### config.mk
export PLATFORM = sky130hd
export DESIGN_NAME = icache_linefill_ctrl_flat
export DESIGN_NICKNAME = d
export VERILOG_FILES = /design/src/rtl/icache_linefill_ctrl_pkg.sv /design/src/rtl/icache_linefill_ctrl_if.sv /design/src/rtl/icache_linefill_ctrl_req_table.sv /design/src/rtl/icache_linefill_ctrl.sv /design/src/flat_wrapper.sv
export SDC_FILE = /design/constraint.sdc
export NUM_CORES = 1
export LEC_CHECK = 0
export CAP_MARGIN = 20
export CORE_AREA = 2 2 268 270
export DETAILED_ROUTE_END_ITERATION = 10
export DIE_AREA = 0 0 270 272
export DONT_BUFFER_PORTS = 1
export PLACE_DENSITY = 0.55
export SYNTH_ARGS = -nofsm -noshare
export SYNTH_HDL_FRONTEND = slang
export SYNTH_SLANG_ARGS = --single-unit
### constraint.sdc
create_clock -name clk -period 3 [get_ports clk]
set_input_delay 0.15 -clock clk [delete_from_list [all_inputs] [get_ports clk]]
set_output_delay 0.15 -clock clk [all_outputs]
set_load 0.005 [all_outputs]
### src/rtl/icache_linefill_ctrl_pkg.sv
// Shared types and constants for the icache refill return path.
// Line geometry, the per-miss request record and the linefill FSM states.
package icache_linefill_ctrl_pkg;

  localparam int ENTRY_NUM            = 8;
  localparam int ENTRY_IDX_W          = 3;
  localparam int ICACHE_LINE_BEAT_NUM = 4;
  localparam int ICACHE_BEAT_WIDTH    = 128;
  localparam int INDEX_W              = 7;
  localparam int BEAT_CNT_W           = $clog2(ICACHE_LINE_BEAT_NUM);
  localparam int LINE_W               = ICACHE_LINE_BEAT_NUM * ICACHE_BEAT_WIDTH;

  typedef struct packed {
    logic [INDEX_W-1:0] index;
    logic               way;
  } linefill_req_info_t;

  typedef enum logic [1:0] {
    LF_IDLE    = 2'd0,
    LF_COLLECT = 2'd1,
    LF_WRITE   = 2'd2,
    LF_DONE    = 2'd3
  } linefill_state_e;

  // True when the beat counter points at the final slot of a line.
  function automatic logic is_last_slot(input logic [BEAT_CNT_W-1:0] cnt);
    return cnt == BEAT_CNT_W'(ICACHE_LINE_BEAT_NUM - 1);
  endfunction

endpackage

### src/rtl/icache_linefill_ctrl_if.sv
// Bus bundle between the MSHR file / downstream response channel / dataram
// and the linefill controller, plus the controller's debug view.
interface icache_linefill_ctrl_if;
  import icache_linefill_ctrl_pkg::*;

  // Handshakes (rxdat, dataram_wr): a transfer happens in a cycle where both
  // vld and rdy are high; once vld is raised the payload stays stable and vld
  // stays high until that transfer. txreq_fire is an already-completed transfer.
  logic                       txreq_fire;
  logic [ENTRY_IDX_W-1:0]     txreq_entry_id;
  logic [INDEX_W-1:0]         txreq_index;
  logic                       txreq_way;

  logic                       rxdat_vld;
  logic                       rxdat_rdy;
  logic [ENTRY_IDX_W-1:0]     rxdat_entry_id;
  logic [ICACHE_BEAT_WIDTH-1:0] rxdat_data;
  logic                       rxdat_last;

  logic                       dataram_wr_vld;
  logic                       dataram_wr_rdy;
  logic [INDEX_W-1:0]         dataram_wr_index;
  logic                       dataram_wr_way;
  logic [LINE_W-1:0]          dataram_wr_data;

  logic                       linefill_done;
  logic [ENTRY_IDX_W:0]       linefill_ack_entry_idx;
  logic                       proto_err;

  linefill_state_e            dbg_state;
  logic [ENTRY_NUM-1:0]       dbg_table_vld;

  modport master (
    output txreq_fire, txreq_entry_id, txreq_index, txreq_way,
    output rxdat_vld, rxdat_entry_id, rxdat_data, rxdat_last,
    input  rxdat_rdy,
    input  dataram_wr_vld, dataram_wr_index, dataram_wr_way, dataram_wr_data,
    output dataram_wr_rdy,
    input  linefill_done, linefill_ack_entry_idx, proto_err,
    input  dbg_state, dbg_table_vld
  );

  modport slave (
    input  txreq_fire, txreq_entry_id, txreq_index, txreq_way,
    input  rxdat_vld, rxdat_entry_id, rxdat_data, rxdat_last,
    output rxdat_rdy,
    output dataram_wr_vld, dataram_wr_index, dataram_wr_way, dataram_wr_data,
    input  dataram_wr_rdy,
    output linefill_done, linefill_ack_entry_idx, proto_err,
    output dbg_state, dbg_table_vld
  );

endinterface

### src/rtl/icache_linefill_ctrl_req_table.sv
// Per-MSHR-entry record of outstanding miss requests {vld, index, way}.
// A set and a clear of the same entry in one cycle leaves the entry valid.
module linefill_req_table
  import icache_linefill_ctrl_pkg::*;
(
  input  logic                   clk,
  input  logic                   rst_n,
  input  logic                   set_en,
  input  logic [ENTRY_IDX_W-1:0] set_id,
  input  linefill_req_info_t     set_info,
  output logic                   set_hit,
  input  logic                   clr_en,
  input  logic [ENTRY_IDX_W-1:0] clr_id,
  input  logic [ENTRY_IDX_W-1:0] lkup_id,
  output logic                   lkup_vld,
  output linefill_req_info_t     lkup_info,
  output logic [ENTRY_NUM-1:0]   vld_vec
);

  logic [ENTRY_NUM-1:0] vld_q;
  linefill_req_info_t   info_q [ENTRY_NUM];

  // The set is written after the clear so it takes priority on a collision.
  always_ff @(posedge clk or negedge rst_n) begin
    if (!rst_n) begin
      vld_q <= '0;
    end else begin
      if (clr_en) vld_q[clr_id] <= 1'b0;
      if (set_en) vld_q[set_id] <= 1'b1;
    end
  end

  always_ff @(posedge clk) begin
    if (set_en) info_q[set_id] <= set_info;
  end

  assign set_hit   = vld_q[set_id];
  assign lkup_vld  = vld_q[lkup_id];
  assign lkup_info = info_q[lkup_id];
  assign vld_vec   = vld_q;

endmodule

### src/rtl/icache_linefill_ctrl.sv
// Collects refill beats for one icache line, writes the whole line into the
// dataram, then acknowledges the owning MSHR entry.
module icache_linefill_ctrl
  import icache_linefill_ctrl_pkg::*;
(
  input logic                   clk,
  input logic                   rst_n,
  icache_linefill_ctrl_if.slave lf
);

  linefill_state_e state_q, state_d;

  logic [BEAT_CNT_W-1:0]  cnt_q;
  logic [ENTRY_IDX_W-1:0] cur_id_q;
  linefill_req_info_t     cur_info_q;
  logic [ICACHE_LINE_BEAT_NUM-1:0][ICACHE_BEAT_WIDTH-1:0] line_q;
  logic                   proto_err_q;

  logic                   rx_open;
  logic                   beat_fire;
  logic                   set_hit;
  logic                   lkup_vld;
  linefill_req_info_t     lkup_info;
  linefill_req_info_t     set_info;
  logic                   err_now;

  assign set_info = '{index: lf.txreq_index, way: lf.txreq_way};

  linefill_req_table u_req_table (
    .clk       (clk),
    .rst_n     (rst_n),
    .set_en    (lf.txreq_fire),
    .set_id    (lf.txreq_entry_id),
    .set_info  (set_info),
    .set_hit   (set_hit),
    .clr_en    (state_q == LF_DONE),
    .clr_id    (cur_id_q),
    .lkup_id   (lf.rxdat_entry_id),
    .lkup_vld  (lkup_vld),
    .lkup_info (lkup_info),
    .vld_vec   (lf.dbg_table_vld)
  );

  assign rx_open   = (state_q == LF_IDLE) || (state_q == LF_COLLECT);
  assign beat_fire = rx_open && lf.rxdat_vld;

  always_ff @(posedge clk or negedge rst_n) begin
    if (!rst_n) state_q <= LF_IDLE;
    else        state_q <= state_d;
  end

  always_comb begin
    state_d                   = state_q;
    lf.rxdat_rdy              = 1'b0;
    lf.dataram_wr_vld         = 1'b0;
    lf.linefill_done          = 1'b0;
    lf.linefill_ack_entry_idx = '0;
    case (state_q)
      LF_IDLE: begin
        lf.rxdat_rdy = 1'b1;
        if (beat_fire) state_d = LF_COLLECT;
      end
      LF_COLLECT: begin
        lf.rxdat_rdy = 1'b1;
        if (beat_fire && is_last_slot(cnt_q)) state_d = LF_WRITE;
      end
      LF_WRITE: begin
        lf.dataram_wr_vld = 1'b1;
        if (lf.dataram_wr_rdy) state_d = LF_DONE;
      end
      LF_DONE: begin
        lf.linefill_done          = 1'b1;
        lf.linefill_ack_entry_idx = {1'b0, cur_id_q};
        state_d                   = LF_IDLE;
      end
      default: state_d = LF_IDLE;
    endcase
  end

  // Protocol violations are flagged but never change how the line completes.
  always_comb begin
    err_now = 1'b0;
    if (lf.txreq_fire && set_hit) err_now = 1'b1;
    if (beat_fire) begin
      if (lf.rxdat_last != is_last_slot(cnt_q)) err_now = 1'b1;
      if (state_q == LF_IDLE && !lkup_vld) err_now = 1'b1;
      if (state_q == LF_COLLECT && lf.rxdat_entry_id != cur_id_q) err_now = 1'b1;
    end
  end

  // cnt_q is 0 in IDLE, so the first beat lands in slot 0; the counter wraps
  // back to 0 on the beat that completes the line.
  always_ff @(posedge clk or negedge rst_n) begin
    if (!rst_n) begin
      cnt_q       <= '0;
      cur_id_q    <= '0;
      cur_info_q  <= '0;
      line_q      <= '0;
      proto_err_q <= 1'b0;
    end else begin
      if (beat_fire) begin
        line_q[cnt_q] <= lf.rxdat_data;
        cnt_q         <= cnt_q + 1'b1;
      end
      if (state_q == LF_IDLE && beat_fire) begin
        cur_id_q   <= lf.rxdat_entry_id;
        cur_info_q <= lkup_vld ? lkup_info : '0;
      end
      proto_err_q <= proto_err_q | err_now;
    end
  end

  assign lf.dataram_wr_index = cur_info_q.index;
  assign lf.dataram_wr_way   = cur_info_q.way;
  assign lf.dataram_wr_data  = line_q;
  assign lf.proto_err        = proto_err_q;
  assign lf.dbg_state        = state_q;

endmodule
### src/flat_wrapper.sv
// flat-port wrapper written by rule: the top's interface ports become plain ports
module icache_linefill_ctrl_flat import icache_linefill_ctrl_pkg::*;
  (clk, rst_n, lf_txreq_fire, lf_txreq_entry_id, lf_txreq_index, lf_txreq_way, lf_rxdat_vld, lf_rxdat_entry_id, lf_rxdat_data, lf_rxdat_last, lf_rxdat_rdy, lf_dataram_wr_vld, lf_dataram_wr_index, lf_dataram_wr_way, lf_dataram_wr_data, lf_dataram_wr_rdy, lf_linefill_done, lf_linefill_ack_entry_idx, lf_proto_err, lf_dbg_state, lf_dbg_table_vld);
  icache_linefill_ctrl_if lf_i ();
  input logic clk;
  input logic rst_n;
  input wire logic [$bits(lf_i.txreq_fire)-1:0] lf_txreq_fire;
  input wire logic [$bits(lf_i.txreq_entry_id)-1:0] lf_txreq_entry_id;
  input wire logic [$bits(lf_i.txreq_index)-1:0] lf_txreq_index;
  input wire logic [$bits(lf_i.txreq_way)-1:0] lf_txreq_way;
  input wire logic [$bits(lf_i.rxdat_vld)-1:0] lf_rxdat_vld;
  input wire logic [$bits(lf_i.rxdat_entry_id)-1:0] lf_rxdat_entry_id;
  input wire logic [$bits(lf_i.rxdat_data)-1:0] lf_rxdat_data;
  input wire logic [$bits(lf_i.rxdat_last)-1:0] lf_rxdat_last;
  output wire logic [$bits(lf_i.rxdat_rdy)-1:0] lf_rxdat_rdy;
  output wire logic [$bits(lf_i.dataram_wr_vld)-1:0] lf_dataram_wr_vld;
  output wire logic [$bits(lf_i.dataram_wr_index)-1:0] lf_dataram_wr_index;
  output wire logic [$bits(lf_i.dataram_wr_way)-1:0] lf_dataram_wr_way;
  output wire logic [$bits(lf_i.dataram_wr_data)-1:0] lf_dataram_wr_data;
  input wire logic [$bits(lf_i.dataram_wr_rdy)-1:0] lf_dataram_wr_rdy;
  output wire logic [$bits(lf_i.linefill_done)-1:0] lf_linefill_done;
  output wire logic [$bits(lf_i.linefill_ack_entry_idx)-1:0] lf_linefill_ack_entry_idx;
  output wire logic [$bits(lf_i.proto_err)-1:0] lf_proto_err;
  output wire logic [$bits(lf_i.dbg_state)-1:0] lf_dbg_state;
  output wire logic [$bits(lf_i.dbg_table_vld)-1:0] lf_dbg_table_vld;
  assign lf_i.txreq_fire = lf_txreq_fire;
  assign lf_i.txreq_entry_id = lf_txreq_entry_id;
  assign lf_i.txreq_index = lf_txreq_index;
  assign lf_i.txreq_way = lf_txreq_way;
  assign lf_i.rxdat_vld = lf_rxdat_vld;
  assign lf_i.rxdat_entry_id = lf_rxdat_entry_id;
  assign lf_i.rxdat_data = lf_rxdat_data;
  assign lf_i.rxdat_last = lf_rxdat_last;
  assign lf_rxdat_rdy = lf_i.rxdat_rdy;
  assign lf_dataram_wr_vld = lf_i.dataram_wr_vld;
  assign lf_dataram_wr_index = lf_i.dataram_wr_index;
  assign lf_dataram_wr_way = lf_i.dataram_wr_way;
  assign lf_dataram_wr_data = lf_i.dataram_wr_data;
  assign lf_i.dataram_wr_rdy = lf_dataram_wr_rdy;
  assign lf_linefill_done = lf_i.linefill_done;
  assign lf_linefill_ack_entry_idx = lf_i.linefill_ack_entry_idx;
  assign lf_proto_err = lf_i.proto_err;
  assign lf_dbg_state = lf_i.dbg_state;
  assign lf_dbg_table_vld = lf_i.dbg_table_vld;
  icache_linefill_ctrl u_core (.clk(clk), .rst_n(rst_n), .lf(lf_i));
endmodule
Word-level counts from Yosys, hierarchy flattened. Memories as Yosys holds them, arrays and structs flattened. Index checks and enable logic that the tools add are counted. Widths: inputs -> output; s select.

Flip-flop bits (word level): 536. Bits in writable memories: 64. Input port bits: 148. Output and inout bits: 538. Logic and storage cells: 76. Memories: 1.

Memories: u_core.u_req_table.info_q (depth 8, bits a word 8, read ports 1, clocked after Yosys merged registers in 0, wr ports 1, RTL line icache_linefill_ctrl_req_table.sv:21) `linefill_req_info_t info_q [ENTRY_NUM];`.

$add $sub $neg: 1. Magnitude comparators: 7. Eq/ne operators: 9. Muxes and demuxes: 29. Bitwise gates (word level): 4. Reduce and logical (&&, ||, !) cells: 14.

Operator list (number): $bwmux 512 (1); $demux 128 s2 (1); $mux 128 (1); $mux 8 (3); $mux 1 (14); $lt 3x4->1 const B (3); $logic_and 1x1->1 (9); $and 8x8->8 (1); $not 8->8 (1); $or 8x8->8 (1); $pmux 2 s4 (1); $bmux 1 s3 (2); $demux 1 s3 (2); $eq 2x2->1 const B (3); $ge 3x1->1 const B (2); $mux 2 (3); $ne 2x1->1 const B (2); $lt 2x3->1 const B (1); $mux 3 (1); $ne 3x3->1 (1); $reduce_and 3->1 (1); $add 2x1->2 const B (1); $eq 2x1->1 const B (1); $ge 2x1->1 const B (1); 7 further kinds (7).

Logic depth before layout (Yosys ltp). Gate-level depths: netlist of the first run.

Depth after elaboration: 9. Gate-level depth with buffers: 9.

Hierarchy. A second synthesis of the first run with hierarchy kept.

Cells, all modules: 1314. Area, all modules: 25010.2 um^2.

Modules (own cells, without submodules): icache_linefill_ctrl (times used 1, cells each 1171, area an instance 21992.3 um^2, sequential area each 13212.7 um^2); linefill_req_table (times used 1, cells each 143, area an instance 3017.9 um^2, sequential area each 2122.0 um^2).

Worst setup path after synthesis of the first run. Ideal clock, no wire load.

Kind: register to register. Start: register u_core.state_q[0], in the netlist u_core.lf.dbg_state[0]. End: register u_core.line_q, in the netlist u_core.lf.dataram_wr_data[426]. Arrival: 1803 ps. Required time: 2875 ps. Path slack: 1073 ps. Stages on the path, launching flop included: 9. Clock period less this slack: 1927 ps. Path through: dfrtp_1 > inv_1 > ha_1 > o21a_1 > clkbuf_8 > nand2_1 > buf_2 > buf_6 > mux2_2.

Longest elaborated chain between the ends: 3. Elaborated cells between the ends (all ways): 4. Those cells by class: 1 x eq/ne; 3 x reduce/logical.

Ends and longest elaborated chain: start, declared (RTL line icache_linefill_ctrl.sv:11) `linefill_state_e state_q, state_d;`; start signal, assigned (RTL line icache_linefill_ctrl.sv:49) `else state_q <= state_d;`; $eq 2x1->1 / $logic_not 2->1 (equally long branches) (RTL line icache_linefill_ctrl.sv:44) `assign rx_open = (state_q == LF_IDLE) || (state_q == LF_COLLECT);`; $logic_or 1x1->1 * (RTL line icache_linefill_ctrl.sv:44); $logic_and 1x1->1 * (RTL line icache_linefill_ctrl.sv:45) `assign beat_fire = rx_open && lf.rxdat_vld;`; end signal, assigned by index (RTL line icache_linefill_ctrl.sv:102) `line_q[cnt_q] <= lf.rxdat_data;`; end, declared (RTL line icache_linefill_ctrl.sv:16) `logic [ICACHE_LINE_BEAT_NUM-1:0][ICACHE_BEAT_WIDTH-1:0] line_q;`.

Mark *: on every way between the ends. The rest lies on a longest branch, timed or not. A chain may end at the register's enable or synchronous reset.

Worst setup path after layout of the first run.
Start: register u_core.state_q[0], in the netlist u_core.lf.dbg_state[0]. End: register u_core.line_q, in the netlist u_core.lf.dataram_wr_data[205].

The elaborated chain is that of the path after synthesis.

==> results.py, run 1 <==
metrics = {
    "placement": {
        "gp_congestion": 0.8169,
        "placed_area_um2": 24000,
        "hpwl_um": 41400,
        "pre_cts_ws_ns": 0.4840,
        "io_buffers": 0,
    },
    "synthesis": {
        "synthArstFlopShare": 0.8933,
        "synth_top_family_by_area": "multiplexers",
        "synth_mux_area_frac": 0.2763,
        "synth_compound_area_frac": 0.007907,
        "synth_adder_area_share": 0.004363,
        "syn-num-nets": 1472,
        "ys.flop_type": "dfrtp_1",
        "avgSynthCellArea_um2": 17.44,
        "synth_top_area_cell": "dfrtp_1",
        "synth_cells": 1316,
        "yosysSeqAreaShare": 0.6683,
        "ys_warn_count": 0,
        "synth_area_um2": 22940,
        "synth_simple_gate_area_frac": 0.01129,
        "synth_area_leaders": "dfrtp_1 (58%), mux2_2 (25%), edfxtp_1 (8.4%)",
        "synth.distinct_cells": 39,
        "synth-xor-area-share": 0.001909,
        "synth-seq-cells": 600,
        "synth_edf_count": 64,
        "post-synth-top-count-cell": "dfrtp_1",
        "synth_common_cells": "dfrtp_1 (536), mux2_2 (518), edfxtp_1 (64), buf_6 (43), nand2_1 (23)",
        "synth_top_area_frac": 0.5846,
    },
    "critical_path": {
        "slowest_delay_ns": 0.46,
        "crit_type": "reg2reg",
        "crit_path_start_kind": "flop",
        "cp.required_ns": 3.46,
        "arrival_ns": 2.92,
        "end_kind": "flop",
        "cp_max_fo": 58,
        "path_cells": "inv_1 -> ha_1 -> o21a_1 -> nand2_4 -> buf_12 -> mux2_2",
        "critPathSlowestCell": "dfrtp_1",
    },
    "grt": {
        "grt_max_degree": 537,
        "grt_pass1_vias": 12960,
        "grt_remaining_overflow": 0,
        "antenna_found_initial": 5,
        "grt_use_total": 0.1603,
        "grt_pass1_wl_um": 89560,
    },
    "timing": {
        "holdWs_ns": -0.7475,
        "setup_ws_ns": 0.5426,
        "rsz0062_at_grt": "false",
        "finalCritPeriodShare": 0.8191,
        "fmax_mhz": 406.9,
        "setup_viol": 0,
        "fin_tns_setup_ns": 0,
        "fin_crit_ns": 2.457,
        "tightest_slew_ns": 1.379,
        "finalMaxSlewViolations": 0,
        "maxSlewHeadroom": 0.08095,
        "fin_skew_ns": 0.02000,
        "finalHoldViolCount": 536,
    },
    "clock_network": {
        "cts_tree": "built",
        "clock_path_buffers": 3,
        "cts_made_buffers": 66,
        "cts.sink_count": 600,
        "cts_root_buffer": "clkbuf_16",
        "ctsHoldBuffers": 148,
        "cts_max_level": 3,
        "clk_latency_ns": 0.60,
        "clk_pin_slew_ns": 0.06,
    },
    "layout": {
        "areaGrowthSynthToFinish_pct": 20.65,
        "fin_nets": 1656,
        "post-route-util": 0.3913,
        "drive_gt1_frac": 0.4384,
        "postLayoutCellArea_um2": 27680,
    },
    "route": {
        "firstDrtPassIters": 4,
        "ant_nets": 0,
        "drc": 0,
        "finalWirelength_um": 60700,
        "drt_iter0_drc": 567,
        "num_vias": 12100,
        "post_drt_wl_per_cell_um": 24.26,
        "via_per_inst": 4.837,
    },
    "power_and_ir_drop": {
        "peakVddDrop_mv": 0.4939,
        "leakagePower_uw": 0.01185,
        "switching_power_uw": 9120,
        "swShare": 0.3076,
        "combPwrFrac": 0.203,
        "finalPower_uw": 29650,
        "intPower_uw": 20530,
        "pwr-share-seq": 0.527,
        "powerDensity_nw_per_um2": 1071,
        "clkPwrFrac": 0.270,
    },
    "outcome": {
        "violations": "hold timing",
        "status": "finished, violations left",
    },
    "floorplanning": {
        "die_w_um": 270,
        "initial_utilization": 0.3243,
        "ios": 686,
        "die_h_um": 272,
        "dieArea_um2": 73440,
        "coreArea_um2": 70750,
        "rows": 98,
    },
    "job": {
        "max_cap_viol_count": 0,
    },
    "hold_path": {
        "worstHoldPathType": "in2async",
    },
}
## worst paths after layout
path                                              from                        endpoint  slack (ns)  cells past startpoint
min in group clk                  lf_rxdat_entry_id[0]   u_core.lf.dataram_wr_index[3]        0.03                      3
max in group asynchronous                        rst_n  u_core.lf.dataram_wr_data[284]        2.63                      0
worst max-delay path            u_core.lf.dbg_state[0]  u_core.lf.dataram_wr_data[205]        0.54                      6
worst max register to register  u_core.lf.dbg_state[0]  u_core.lf.dataram_wr_data[205]        0.54                      6
worst min-delay path                             rst_n  u_core.lf.dataram_wr_data[108]       -0.75                      0
worst min register to register     u_core.lf.proto_err             u_core.lf.proto_err        0.53                      1
## state kept, by name (all words and copies together) (netlist names)
register,flops
u_core.cnt_q,2
u_core.cur_id_q,3
u_core.lf.dataram_wr_data,512
u_core.lf.dataram_wr_index,7
u_core.lf.dataram_wr_way,1
u_core.lf.dbg_state,2
u_core.lf.proto_err,1
u_core.u_req_table.info_q,64
u_core.u_req_table.vld_vec,8
## metal layers
layer	part of all wire	global-route usage	wire length [µm]	up-vias
met5	0.00068	0	41	-
met4	0.033	0.06126	2005	6
met3	0.095	0.06762	5752	113
met2	0.51	0.2781	31080	495
met1	0.36	0.1740	21820	6370
li1	-	-	-	5117
## through the flow
step | std cells | hold WS, ns
CTS | 2501 | -0.7918
detailed placement | 2234 | -0.1379
global placement | 2234 | -0.1356
global route | 2502 | -0.7849
finish | 2502 | -0.7475
floorplan | 1316 | -0.1456
## power by group through the flow
stage | Sequential (µW) | Combinational, µW | Clock [µW]
floorplan | 14000 | 5030 | 0
global placement | 15800 | 5520 | 0
detailed placement | 15800 | 5800 | 0
CTS | 15700 | 6120 | 8250
global route | 16000 | 6560 | 8620
finish | 15600 | 6020 | 8010
## repair_timing
action / in CTS / in global routing
hold endpoints to repair: 1145 / 536
setup buffers: 0 / 0
resized for setup: 0 / 0
endpoints found under the setup margin: 0 / 0
## cell type report
cell class              count  area (µm²)
diodes                      1       2.502
flip-flops and latches    600       15330
fillers                  6619       43070
clock buffers              99        1948
well taps                 950        1189
inverters                   6       22.52
repair buffers            183        1979
multi-input cells         643        6963
clock inverters            20       242.7
## cells by family after synthesis
family / after synthesis
XOR/XNOR: 5
AND/OR/NAND/NOR: 54
multiplexers: 547
AO/OA/AOI/OAI: 28
adder cells (fa/ha/maj): 8
flip-flops: 600
other: 1
buffers and inverters: 73
## cell usage in the layout, fill, tap and decap left out, drive strengths merged, types with 2 or more instances in the layout
master,synthesis,layout
or2b,2,2
clkinv,0,15
nand3b,4,4
clkbuf,3,99
mux4,17,17
o21a,2,2
ha,8,8
a2bb2oi,2,2
nor3,2,2
buf,63,36
nor2,11,11
nand3,2,2
xnor2,4,4
nand2b,3,3
dlygate4sd3,0,147
mux2,518,518
mux2i,12,12
edfxtp,64,64
nand2,23,23
a21o,6,6
dfrtp,536,536
nor2b,2,2
and2,3,3
bufinv,0,2
inv,6,9
o21ai,13,13
## worst max-delay path: cells and delay by family, from the launching register on
family | cells | cell delay [ns]
compound gates | 1 | 0.38
flops | 1 | 0.46
mux | 1 | 0.39
fa+ha+maj | 1 | 0.26
buf+inv | 2 | 0.45
simple gates | 1 | 0.29
No activity file was read; power rests on OpenSTA's default activity.
==> inputs of run 2 (changes only) <==
Settings changed: ABC_AREA from default to 1, CORE_AREA 2 2 268 270 to 2 2 265 267, DIE_AREA 0 0 270 272 to 0 0 267 269.
Clock period 3 ns to 2.44 ns, I/O delays scaled along.
==> results.py, run 2 <==
metrics = {
    "outcome": {
        "status": "finished, violations left",
        "violations": "hold timing, slew limit",
    },
    "placement": {
        "hpwl_um": 45190,
        "io_buffers": 0,
        "placed_area_um2": 23560,
        "gp_congestion": 0.8810,
    },
    "timing": {
        "finalMaxSlewViolations": 178,
        "setup_viol": 0,
        "maxSlewHeadroom": -0.2174,
        "holdWs_ns": -0.7882,
        "rsz0062_at_grt": "false",
        "fin_tns_setup_ns": 0,
        "tightest_slew_ns": 1.826,
        "fmax_mhz": 439.4,
        "finalCritPeriodShare": 0.9327,
        "finalHoldViolCount": 536,
        "fin_skew_ns": 0.02203,
        "fin_crit_ns": 2.276,
    },
    "synthesis": {
        "synth-seq-cells": 600,
        "synth_compound_area_frac": 0.1279,
        "synth_common_cells": "nand2_1 (642), dfrtp_1 (536), o21ai_0 (310), o21ai_1 (255), inv_1 (167)",
        "synth_edf_count": 64,
        "synth.distinct_cells": 26,
        "yosysSeqAreaShare": 0.6811,
        "synthArstFlopShare": 0.8933,
        "synth_simple_gate_area_frac": 0.1207,
        "synth_top_area_cell": "dfrtp_1",
        "ys_warn_count": 0,
        "avgSynthCellArea_um2": 10.27,
        "synth_top_family_by_area": "compound AO/OA/AOI/OAI gates",
        "synth_mux_area_frac": 0,
        "post-synth-top-count-cell": "nand2_1",
        "synth_cells": 2193,
        "ys.flop_type": "dfrtp_1",
        "synth_top_area_frac": 0.5958,
        "synth_adder_area_share": 0.004446,
        "synth_area_leaders": "dfrtp_1 (60%), nand2_1 (11%), edfxtp_1 (8.5%)",
        "synth_area_um2": 22510,
        "syn-num-nets": 2349,
        "synth-xor-area-share": 0.001945,
    },
    "job": {
        "max_cap_viol_count": 0,
    },
    "hold_path": {
        "worstHoldPathType": "in2async",
    },
    "layout": {
        "regArea_um2": 15330,
        "fillCellCount": 6739,
        "largest_register_ffs": 512,
        "fin_nets": 2497,
        "final_cell_mix": "nand2_1 (642), dfrtp_1 (536), o21ai_0 (310), o21ai_1 (255), inv_1 (167)",
        "areaGrowthSynthToFinish_pct": 20.93,
        "final_common_cell": "nand2_1",
        "multiInputGateArea_um2": 5796,
        "drive_gt1_frac": 0.07274,
        "postLayoutCellArea_um2": 27230,
    },
    "route": {
        "drt_iter0_drc": 1192,
        "num_vias": 15850,
        "post_drt_wl_per_cell_um": 19.46,
        "ant_nets": 0,
        "firstDrtPassIters": 5,
        "drc": 0,
        "finalWirelength_um": 64930,
        "via_per_inst": 4.750,
    },
    "clock_network": {
        "cts_root_buffer": "clkbuf_16",
        "ctsHoldBuffers": 153,
        "clk_pin_slew_ns": 0.06,
        "cts_max_level": 2,
        "clk_latency_ns": 0.60,
        "cts.sink_count": 600,
        "cts_made_buffers": 60,
        "clock_path_buffers": 3,
        "cts_tree": "built",
    },
    "grt": {
        "grt_pass1_vias": 15490,
        "grt_max_degree": 537,
        "grt_remaining_overflow": 0,
        "grt_use_total": 0.1708,
        "antenna_found_initial": 6,
        "grt_pass1_wl_um": 95650,
    },
    "power_and_ir_drop": {
        "peakVddDrop_mv": 0.6568,
        "leakagePower_uw": 0.01289,
        "powerDensity_nw_per_um2": 1245,
    },
    "floorplanning": {
        "ios": 686,
        "die_w_um": 267,
        "rows": 97,
        "initial_utilization": 0.3249,
        "dieArea_um2": 71820,
        "die_h_um": 269,
        "coreArea_um2": 69300,
    },
    "critical_path": {
        "crit_path_start_kind": "flop",
        "crit_type": "reg2reg",
        "worst-r2r-setup-slack_ns": 0.16,
        "cp.required_ns": 2.98,
        "end_kind": "flop",
        "ff2ff_path_depth": 10,
        "cp_max_fo": 9,
        "arrival_ns": 2.81,
    },
}
==> run 2: cell families after synthesis <==
group,count (synthesis)
compound gates,571
xor+xnor,5
fa+ha+maj,8
buf+inv,297
flops,600
other cells,1
simple gates,711
==> run 2: final cells by class <==
class                   instances  share of cell area
flip-flops and latches        600              0.5632
multi-input cells            1296              0.2129
repair buffers                212             0.08051
clock buffers                  92             0.06847
well taps                     940             0.04320
inverters                     171             0.02358
clock inverters                21            0.007767
diodes                          4           0.0003676
==> run 2: routing by layer <==
| layer | part of all wire | GRT usage | up-vias |
|---|---|---|---|
| met5 | 0.00042 | 0 | - |
| met4 | 0.027 | 0.05618 | 4 |
| met3 | 0.11 | 0.06886 | 107 |
| met2 | 0.50 | 0.2913 | 653 |
| met1 | 0.37 | 0.1953 | 7692 |
| li1 | - | - | 7391 |
==> run 2: final timing paths <==
path | startpoint | end
setup / recovery | u_core.lf.dbg_state[1] | u_core.lf.proto_err
hold / removal | rst_n | u_core.lf.dataram_wr_data[159]
setup reg to reg | u_core.lf.dbg_state[1] | u_core.lf.proto_err
hold reg to reg | u_core.lf.dataram_wr_data[230] | u_core.lf.dataram_wr_data[230]
max in group asynchronous | rst_n | u_core.lf.dataram_wr_data[139]
min in group clk | lf_rxdat_entry_id[0] | u_core.lf.dataram_wr_index[3]
==> run 2: through the flow <==
| step | total power [µW] | instances | worst slack (ns) | utilization |
|---|---|---|---|---|
| floorplan | 21330 | 2193 | 0.7094 | - |
| global placement | 23970 | 3062 | 0.4350 | 0.3400 |
| detailed placement | 24350 | 3062 | 0.3400 | 0.3400 |
| CTS | 34180 | 3328 | 0.08695 | 0.3922 |
| global route | 36040 | 3334 | 0.02546 | 0.3928 |
| finish | 33890 | 3336 | 0.1643 | 0.3929 |
==> run 2: power breakdown <==
group | total [µW] | internal (µW) | switching [µW]
clock network | 9440 | 5580 | 3870
logic | 6260 | 2640 | 3620
registers | 18200 | 14100 | 4090
total | 33900 | 22300 | 11600
==> run 2: what timing repair did <==
item | 4_1_cts | 5_1_grt
buffers inserted | 0 | 3
gates resized for setup | 0 | 1
endpoints found under the hold margin | 1142 | 536
setup endpoints to repair | 0 | 1
==> run 2: critical path, cell delays in order, from the launching register on <==
cell,delay (ns)
dfrtp_1,0.43
inv_1,0.12
ha_2,0.23
inv_2,0.06
a21oi_4,0.17
buf_12,0.18
inv_2,0.06
nor2_4,0.16
nand3_1,0.13
nand3_1,0.10
dlygate4sd3_1,0.56
==> inputs of run 3 (changes only) <==
Settings changed: ABC_AREA 1 to default, CORE_AREA 2 2 265 267 to 2 2 268 270, DIE_AREA 0 0 267 269 to 0 0 270 272.
==> results.py, run 3 (synthesis results as in run 1) <==
metrics = {
    "hold_path": {
        "worstHoldPathType": "in2async",
    },
    "floorplanning": {
        "coreArea_um2": 70750,
        "dieArea_um2": 73440,
        "rows": 98,
        "initial_utilization": 0.3243,
        "die_h_um": 272,
        "die_w_um": 270,
        "ios": 686,
    },
    "layout": {
        "postLayoutCellArea_um2": 28000,
        "final_common_cell": "dfrtp_1",
        "fillCellCount": 6480,
        "fin_cells": 2525,
        "areaGrowthSynthToFinish_pct": 22.02,
        "largest_register_ffs": 512,
        "fin_nets": 1682,
        "final_cell_mix": "dfrtp_1 (536), mux2_2 (518), dlygate4sd3_1 (150), clkbuf_16 (70), edfxtp_1 (64)",
        "drive_gt1_frac": 0.4482,
    },
    "timing": {
        "fin_tns_setup_ns": 0,
        "maxSlewHeadroom": -0.1524,
        "holdWs_ns": -0.7910,
        "finalHoldViolCount": 536,
        "finalMaxSlewViolations": 135,
        "fin_crit_ns": 2.273,
        "fmax_mhz": 439.9,
        "tightest_slew_ns": 1.729,
        "fin_skew_ns": 0.02357,
        "setup_viol": 0,
        "rsz0062_at_grt": "false",
        "finalCritPeriodShare": 0.9317,
    },
    "power_and_ir_drop": {
        "finalPower_uw": 36740,
        "powerDensity_nw_per_um2": 1312,
        "leakagePower_uw": 0.01203,
        "peakVddDrop_mv": 0.8381,
    },
    "critical_path": {
        "slowest_delay_ns": 0.46,
        "r2r-start": "u_core.lf.dbg_state[0]",
        "cp_max_fo": 24,
        "arrival_ns": 2.74,
        "crit_start": "u_core.lf.dbg_state[0]",
        "ff2ff_path_depth": 7,
        "endpoint": "u_core.lf.dataram_wr_data[461]",
        "end_kind": "flop",
        "path_buf_inv": 3,
        "critPathSlowestCell": "dfrtp_1",
        "r2r-end": "u_core.lf.dataram_wr_data[461]",
        "worst-r2r-setup-slack_ns": 0.17,
        "path_cells": "inv_1 -> ha_1 -> o21a_1 -> nand2_4 -> buf_12 -> buf_12 -> mux2_2",
        "timing.critical_path.mode_cell": "buf_12",
        "cp.required_ns": 2.91,
        "critical_path_cell_count": 7,
        "crit_path_start_kind": "flop",
        "cp_top_family": "buffers and inverters",
        "crit_type": "reg2reg",
    },
    "route": {
        "drc": 0,
        "drt_iter0_drc": 612,
        "num_vias": 12160,
        "firstDrtPassIters": 4,
        "finalWirelength_um": 61600,
        "ant_nets": 0,
        "post_drt_wl_per_cell_um": 24.40,
        "via_per_inst": 4.815,
    },
    "placement": {
        "hpwl_um": 42540,
        "io_buffers": 0,
        "placed_area_um2": 24240,
        "place_inst": 2256,
        "gp_congestion": 0.8214,
    },
    "outcome": {
        "violations": "hold timing, slew limit",
        "status": "finished, violations left",
    },
    "grt": {
        "grt_remaining_overflow": 0,
        "grt_pass1_vias": 13170,
        "grt_max_degree": 537,
        "antenna_found_initial": 4,
        "grt_pass1_wl_um": 91300,
        "grt_use_total": 0.1641,
    },
    "clock_network": {
        "cts_made_buffers": 66,
        "cts_setup_buffers": 0,
        "cts.sink_count": 600,
        "cts_root_buffer": "clkbuf_16",
        "cts_tree": "built",
        "cts_resized": 0,
        "cts_max_level": 3,
        "clk_pin_slew_ns": 0.06,
        "clock_path_buffers": 3,
        "clk_latency_ns": 0.61,
        "ctsHoldBuffers": 151,
    },
    "job": {
        "max_cap_viol_count": 0,
    },
}
-- run 3: worst min-delay path by stage --
stage / endpoint / slack [ns] / depth (start not counted)
2_1_floorplan: u_core.cnt_q[0] / -0.17 / 0
3_3_place_gp: u_core.lf.dataram_wr_data[206] / -0.16 / 0
3_5_place_dp: u_core.lf.dataram_wr_data[206] / -0.17 / 0
4_1_cts: u_core.lf.dataram_wr_data[206] / -0.82 / 0
5_1_grt: u_core.lf.dataram_wr_data[81] / -0.82 / 0
6_report: u_core.lf.dataram_wr_data[206] / -0.79 / 0
-- run 3: per-stage QoR --
| stage | utilization | setup WS, ns |
|---|---|---|
| after floorplan | - | 0.5127 |
| after global placement | 0.3427 | 0.2136 |
| after detailed placement | 0.3427 | 0.1685 |
| after CTS | 0.3953 | 0.1559 |
| after global routing | 0.3957 | 0.04818 |
| final | 0.3957 | 0.1666 |
-- run 3: routing by layer --
layer	wire, µm	part of all wire	up-vias	global-route usage
met3	5763	0.094	111	0.06656
met4	2037	0.033	4	0.06637
met1	22380	0.36	6403	0.1803
met2	31390	0.51	473	0.2822
met5	27	0.00044	-	0
li1	-	-	5168	-
-- run 3: where the power goes --
part / total, µW / switching [µW] / internal, µW
sequential: 19200 / 4510 / 14700
clock: 9980 / 4170 / 5810
combinational: 7600 / 2680 / 4920
-- run 3: final cells by class --
| type | instances | area [µm²] | area share |
|---|---|---|---|
| clock inverters | 23 | 274.0 | 0.009787 |
| diodes | 2 | 5.005 | 0.0001788 |
| clock buffers | 92 | 1927 | 0.06882 |
| well taps | 950 | 1189 | 0.04246 |
| multi-input cells | 643 | 6958 | 0.2485 |
| inverters | 6 | 22.52 | 0.0008044 |
| repair buffers | 209 | 2287 | 0.08169 |
| flip-flops and latches | 600 | 15330 | 0.5477 |
